--- src/rtl/spi_ram_ctrl.sv ---
// Command-decoding byte RAM behind an SPI slave: the write/read address and data
// commands arrive as 10-bit words, and read-back bytes are handed back for MISO shifting.
module spi_ram_ctrl #(
    parameter int MEM_DEPTH = 256,
    parameter int ADDR_SIZE = 8
) (
    input  logic       clk,
    input  logic       rst,
    input  logic [9:0] rx_data,
    input  logic       rx_valid,
    output logic [7:0] tx_data,
    output logic       tx_valid
);

    typedef enum logic [1:0] {
        CMD_WR_ADDR = 2'b00,
        CMD_WR_DATA = 2'b01,
        CMD_RD_ADDR = 2'b10,
        CMD_RD_DATA = 2'b11
    } cmd_t;

    // One extra bit so that a full 2**ADDR_SIZE depth can be compared against.
    localparam logic [ADDR_SIZE:0] DEPTH_W = (ADDR_SIZE + 1)'(MEM_DEPTH);
    localparam logic [ADDR_SIZE:0] LAST_W  = (ADDR_SIZE + 1)'(MEM_DEPTH - 1);

    logic [7:0]           mem [MEM_DEPTH];

    logic                 rx_valid_d_reg;
    logic [ADDR_SIZE-1:0] wr_addr_reg, wr_addr_next;
    logic [ADDR_SIZE-1:0] rd_addr_reg, rd_addr_next;
    logic                 tx_valid_reg, tx_valid_next;
    logic [7:0]           tx_data_reg;

    cmd_t                 cmd;
    logic                 accept;
    logic                 wr_in_range;
    logic                 rd_in_range;
    logic                 mem_we;
    logic                 rd_en;

    assign cmd         = cmd_t'(rx_data[9:8]);
    assign accept      = rx_valid && !rx_valid_d_reg;
    assign wr_in_range = {1'b0, wr_addr_reg} < DEPTH_W;
    assign rd_in_range = {1'b0, rd_addr_reg} < DEPTH_W;

    always_comb begin
        wr_addr_next  = wr_addr_reg;
        rd_addr_next  = rd_addr_reg;
        tx_valid_next = tx_valid_reg;
        mem_we        = 1'b0;
        rd_en         = 1'b0;
        if (accept) begin
            tx_valid_next = 1'b0;
            unique case (cmd)
                CMD_WR_ADDR: wr_addr_next = ADDR_SIZE'(rx_data[7:0]);
                CMD_WR_DATA: begin
                    mem_we       = wr_in_range;
                    wr_addr_next = ({1'b0, wr_addr_reg} == LAST_W) ? '0 : wr_addr_reg + 1'b1;
                end
                CMD_RD_ADDR: rd_addr_next = ADDR_SIZE'(rx_data[7:0]);
                CMD_RD_DATA: begin
                    rd_en         = 1'b1;
                    tx_valid_next = 1'b1;
                    rd_addr_next  = ({1'b0, rd_addr_reg} == LAST_W) ? '0 : rd_addr_reg + 1'b1;
                end
                default: ;
            endcase
        end
    end

    // Control path; the read register is loaded only by RD_DATA so tx_data holds between reads.
    always_ff @(posedge clk) begin
        if (rst) begin
            rx_valid_d_reg <= 1'b0;
            wr_addr_reg    <= '0;
            rd_addr_reg    <= '0;
            tx_valid_reg   <= 1'b0;
            tx_data_reg    <= 8'h00;
        end else begin
            rx_valid_d_reg <= rx_valid;
            wr_addr_reg    <= wr_addr_next;
            rd_addr_reg    <= rd_addr_next;
            tx_valid_reg   <= tx_valid_next;
            if (rd_en) begin
                tx_data_reg <= rd_in_range ? mem[rd_addr_reg] : 8'h00;
            end
        end
    end

    // Array contents survive reset; only the write itself is blocked while rst is high.
    always_ff @(posedge clk) begin
        if (!rst && mem_we) begin
            mem[wr_addr_reg] <= rx_data[7:0];
        end
    end

    assign tx_data  = tx_data_reg;
    assign tx_valid = tx_valid_reg;

endmodule

--- config.mk ---
export PLATFORM = sky130hd
export DESIGN_NAME = spi_ram_ctrl
export DESIGN_NICKNAME = d
export VERILOG_FILES = /design/src/rtl/spi_ram_ctrl.sv
export SDC_FILE = /design/constraint.sdc
export NUM_CORES = 2
export LEC_CHECK = 0
export ABC_AREA = 1
export CORE_MARGIN = 2
export CORE_UTILIZATION = 40
export DETAILED_ROUTE_END_ITERATION = 6
export PLACE_DENSITY = 0.55
export RECOVER_POWER = 100
export SYNTH_ARGS = -nofsm -noshare
export SYNTH_HDL_FRONTEND = slang
export SYNTH_SLANG_ARGS = --single-unit
--- constraint.sdc ---
create_clock -name clk -period 5.95 [get_ports clk]
set_clock_uncertainty 0.15 [all_clocks]
set_input_delay 1.19 -clock clk [delete_from_list [all_inputs] [get_ports clk]]
set_output_delay 1.19 -clock clk [all_outputs]
set_load 0.02 [all_outputs]
# Word level (Yosys, flattened, before mapping)

Memory sizes are Yosys's and may differ from the RTL's. A register that Yosys moved wholly into a read port is not among the register bits.
Index checks and enable logic that the tools add are counted.

Register bits after elaboration: 18
RAM bits: 2048
Memories kept: 1

$add $sub $neg: 2
Equal/unequal tests: 5
Muxes and demuxes: 10
Reductions and logical operators: 9

Memories:

| name | depth | bits a word | rd ports | clocked after Yosys merged registers in | write ports | line | source |
|---|---|---|---|---|---|---|---|
| mem  | 256   | 8           | 1        | 1                                       | 1           | 26   | `logic [7:0] mem [MEM_DEPTH];` |

Operators by type and width:

| kind                                                            | number |
|---|---|
| 8-bit one-hot mux with 2 select lines                           | 2 |
| 8-bit by 1-bit adder with 8-bit output, second input constant   | 2 |
| 8-bit == test, second input constant                            | 2 |
| 8-bit two-way mux                                               | 2 |
| 1-bit two-way mux                                               | 6 |
| 2-bit == test, second input constant                            | 2 |
| 2-bit AND reduction                                             | 2 |
| 2-bit nonzero test                                              | 2 |
| 2-bit by 1-bit == test with 1-bit output, second input constant | 1 |
| 1-bit logical AND                                               | 2 |
| 1-bit zero test                                                 | 2 |
| 2-bit zero test                                                 | 1 |

# Depth between registers and ports, before layout

Word-level depth: 6
Gate-level depth with buffers: 16
Mapped depth without buffers: 13

# Worst setup path after synthesis

Ideal clock, no wire load.

Kind: input to register
Start: input port rx_data[8]
End: memory mem[104][0], enable pin
Library setup time: 0.370 ns
Arrival time: 2.653 ns
Setup slack: 2.777 ns
Cell stages on the path: 9
Buffers on the path: 1
Cells stage by stage: inv_2 -> nor2_2 -> inv_2 -> nor3_2 -> inv_2 -> nor2_4 -> nand2_2 -> buf_2 -> nor2_1

Longest elaborated chain between the ends: 6

Ends and longest elaborated chain:

| element                                  | line | source |
|---|---|---|
| from (decl)                              | 9    | `input logic [9:0] rx_data,` |
| 2-bit by 1-bit == test with 1-bit output | 54   | `unique case (cmd)` |
| 1-bit two-way mux                        | 54   |  |
| 1-bit two-way mux                        | 52   | `if (accept) begin` |
| 1-bit logical AND                        | 92   | `if (!rst && mem_we) begin` |
| 1-bit two-way mux                        | 92   |  |
| 1-bit two-way mux (implied by the code)  | 93   | `mem[wr_addr_reg] <= rx_data[7:0];` |
| to (decl)                                | 26   |  |

No other way between the ends.

# Worst setup path in the final report

Start: input port rx_data[8]
End: memory mem[109][4], enable pin

The elaborated chain is that of the path after synthesis.

==> impl_results.rst <==
.. list-table::
   :header-rows: 1

   * - Metric
     - Value
   * - Outcome
     - finished, violations left
   * - Failing checks
     - capacitance limit, slew limit
   * - Pin count of the biggest net entering global routing
     - 225
   * - Post-Synthesis Cells
     - 7818
   * - Final HPWL from detailed placement
     - around 140000 µm
   * - Max FFs per register
     - 2048
   * - Max Clock Freq
     - 198 MHz
   * - Initial core utilization
     - 0.403
   * - Synthesized flop and latch total
     - 2074
   * - Wire length of the first global-routing pass
     - 367000 µm
   * - Largest register by flop count
     - mem
   * - Cell count after placement
     - 10300
   * - Number of nets with antenna violations after routing
     - 0
   * - Pre-Repair DR Iteration Count
     - 6
   * - Buffer levels on the longest clock path
     - 3
   * - Combined flip-flop and latch cell area
     - slightly above 60000 µm²
   * - Leading register cell type out of synthesis
     - sky130_fd_sc_hd__edfxtp_1
   * - Commonest cells in the synthesized netlist
     - 2048 x sky130_fd_sc_hd__edfxtp_1, 1424 x sky130_fd_sc_hd__nand2_1, 1358 x sky130_fd_sc_hd__nand3_1
   * - Initial antenna violation count
     - 8
   * - FF-to-FF setup slack
     - 1.30 ns
   * - Resize count post-CTS
     - 0
   * - I/O Buffers
     - 21
   * - Post-Synthesis Net Count
     - 7836
   * - Number of buffers inserted to repair setup after CTS
     - 0
   * - Critical Path Fanout Max
     - 9
   * - Setup tns final
     - 0 ns
   * - Fraction of final layout cells with drive strength greater than 1
     - 0.0581
   * - Die outline height
     - around 470 µm
   * - Synthesis warning total
     - 0
   * - Library cells used by synthesis
     - 37
   * - Total count of max-transition violations in the final report
     - roughly 1500
   * - Number of vias after detailed routing
     - between 50000 and 60000
   * - Kind of start point of the critical path
     - input port
   * - Critical path data arrival time
     - 5.38 ns
   * - Clock transition at path regs
     - 0.06 ns
   * - Number of clock sinks
     - between 2000 and 2500
   * - Final core area utilization
     - 0.445
   * - Post-detailed-route wirelength per cell
     - between 20 and 25 µm
   * - Routability congestion estimate
     - between 0.8 and 0.9
   * - Final #Nets
     - 7677
   * - Critical Path Start
     - rx_data[8]
   * - Number of setup violations in the final report
     - 0
   * - Final-layout fill cell count
     - 20100
   * - Mean cell area of the mapped netlist
     - 11.2 µm²
   * - Residual overflow from global routing
     - 0
   * - Vias/cell
     - 5.35
   * - Worst r2r src
     - rd_addr_reg[0]$_SDFFE_PP0P_
   * - Hold bufs inserted after CTS
     - 0
   * - Endpoints failing hold
     - 0
   * - Main area contributors after synthesis
     - sky130_fd_sc_hd__edfxtp_1 70%, sky130_fd_sc_hd__nand3_1 7.8%, sky130_fd_sc_hd__nand2_1 6.1%
   * - Top-Level Pins
     - 22
   * - Total length of routed wires
     - 250000 µm
   * - Post-synthesis cell type with the largest combined area
     - sky130_fd_sc_hd__edfxtp_1
   * - Share of flip-flops with an asynchronous set or reset
     - 0
   * - Time the final worst path needs with I/O delays and setup
     - between 5 and 6 ns
   * - Most repeated cell in the gate-level netlist after synthesis
     - sky130_fd_sc_hd__edfxtp_1
   * - Core ar.
     - 217000 µm²
   * - Capturing instance or port of the critical path
     - mem[109][4]$_DFFE_PP_
   * - Register-to-Register Path Depth
     - 13
   * - Setup repair after global routing missed its margin
     - no
   * - Kind of path behind the tightest hold check
     - reg2reg
   * - Worst vdd ir
     - slightly above 0.3 mV
   * - Number of rows created at floorplan
     - 171
   * - Clock H-tree levels
     - 4
   * - Final worst path period share
     - 0.848
   * - Non-filler cells, final
     - 10700
   * - Worst Tran Pin Value
     - 4.47 ns
   * - Yosys top cell area share
     - 0.703
   * - Sequential fraction of the synthesis area
     - 0.709
   * - Leak
     - 34.9 nW
   * - Area growth from synthesis to layout
     - 10.4%
   * - Die Outline Area
     - 222000 µm²
   * - Post-synthesis instance area
     - 87500 µm²
   * - EDFF count, synth
     - 2048
   * - Number of buffers inserted during clock tree synthesis
     - 209
   * - CTS tree
     - done
   * - Number of DRC violations after detailed-routing iteration 0
     - 6309
   * - P per Cell Area
     - 324 nW/µm²
   * - Worst endpoint required time
     - 6.29 ns
   * - Endpoint class of the critical path
     - flop
   * - Startpoint-to-endpoint class of the critical path
     - in2reg
   * - GR Util All Layers
     - 0.221
   * - Vias in the first global route
     - 55800
   * - Headroom to the max-slew limit
     - -1.98
   * - Multi-input gate area in the final layout
     - 20200 µm²
   * - Max cap viols
     - 25
   * - Horizontal die dimension
     - 472 µm
   * - RR Endpoint
     - tx_data[6]$_SDFFE_PP0P_
   * - Clk_lat worst skew
     - 0.87 ns
   * - Number of remaining DRC errors
     - 0
   * - CTS root buf
     - sky130_fd_sc_hd__clkbuf_16
-- how the worst min path moves through the flow --
stage,cells past startpoint,to,slack [ns],from
after global placement,2,wr_addr_reg[5]$_SDFFE_PP0P_,0.39,wr_addr_reg[5]$_SDFFE_PP0P_
final,2,wr_addr_reg[7]$_SDFFE_PP0P_,0.42,wr_addr_reg[7]$_SDFFE_PP0P_
after CTS,2,wr_addr_reg[7]$_SDFFE_PP0P_,0.41,wr_addr_reg[7]$_SDFFE_PP0P_
after floorplan,2,wr_addr_reg[5]$_SDFFE_PP0P_,0.36,wr_addr_reg[5]$_SDFFE_PP0P_
after detailed placement,2,wr_addr_reg[7]$_SDFFE_PP0P_,0.40,wr_addr_reg[7]$_SDFFE_PP0P_
after global routing,2,wr_addr_reg[7]$_SDFFE_PP0P_,0.45,wr_addr_reg[7]$_SDFFE_PP0P_
-- cell usage in the layout (no fill, tap or decap), types with 37 or more instances in the layout --
master                      netlist  routed
sky130_fd_sc_hd__edfxtp_1      2048    2048
sky130_fd_sc_hd__nand2_1       1424    1428
sky130_fd_sc_hd__nand3_1       1358    1356
sky130_fd_sc_hd__nor2_1         986     990
sky130_fd_sc_hd__inv_1          740     743
sky130_fd_sc_hd__o21ai_0        340     340
sky130_fd_sc_hd__clkbuf_16        0     209
sky130_fd_sc_hd__o211ai_1       169     169
sky130_fd_sc_hd__clkbuf_1       143      78
sky130_fd_sc_hd__or2_1           70      70
sky130_fd_sc_hd__or2_2           68      68
sky130_fd_sc_hd__clkinv_1         8      47
sky130_fd_sc_hd__buf_4           56      45
sky130_fd_sc_hd__clkinv_2         0      37
-- worst max-delay path, stage by stage --
cell	delay, ns
sky130_fd_sc_hd__dlygate4sd3_1	0.70
sky130_fd_sc_hd__inv_1	0.22
sky130_fd_sc_hd__nor2_1	0.25
sky130_fd_sc_hd__inv_1	0.18
sky130_fd_sc_hd__nor3_1	0.62
sky130_fd_sc_hd__inv_1	0.18
sky130_fd_sc_hd__nor2_1	0.29
sky130_fd_sc_hd__nand2_1	0.66
sky130_fd_sc_hd__buf_4	0.51
sky130_fd_sc_hd__nor2_1	0.55
-- where the power goes --
part	switching, mW	internal, mW
clock network	5.68	7.31
registers	0.0490	16.1
logic	1.64	0.508
total	7.37	23.9
-- logic make-up (layout without fill, tap and decap cells) --
family,after synthesis,count (layout),synth area share
buf+inv,1240,1254,0.0592
flops,2074,2074,0.709
compound gates,568,568,0.0381
other cells,0,6,0
xor+xnor,1,1,0.000100
fa+ha+maj,5,5,0.000715
simple gates,3930,3930,0.193
-- routing by layer --
layer / vias up / wire length, µm / GRT usage
li1: 26400 / - / -
met1: 28200 / 108000 / 0.307
met2: 2144 / 117000 / 0.356
met3: 398 / 17200 / 0.0316
met4: 2 / 8410 / 0.0780
met5: - / 26 / 0
-- cell type report --
cell class,instances,share of cell area
clock inverter,115,0.0128
antenna,6,0.000156
tap,2854,0.0370
sequential,2074,0.643
clock buffer,269,0.0567
multi-input combinational,4504,0.210
timing repair buffer,117,0.0116
inverter,753,0.0295
-- stage by stage --
| step | area, µm² | power (mW) | hold WS [ns] | setup WS (ns) |
|---|---|---|---|---|
| finish | 96600 | 31.3 | 0.417 | 0.904 |
| global route | 96500 | 32.2 | 0.454 | 0.774 |
| CTS | 96800 | 31.4 | 0.412 | 1.70 |
| detailed placement | 90100 | 18.6 | 0.399 | 0.747 |
| global placement | 90100 | 18.6 | 0.392 | 0.865 |
| floorplan | 87500 | 17.6 | 0.359 | 2.78 |
Note: power is estimated with default switching activity, not from simulation.
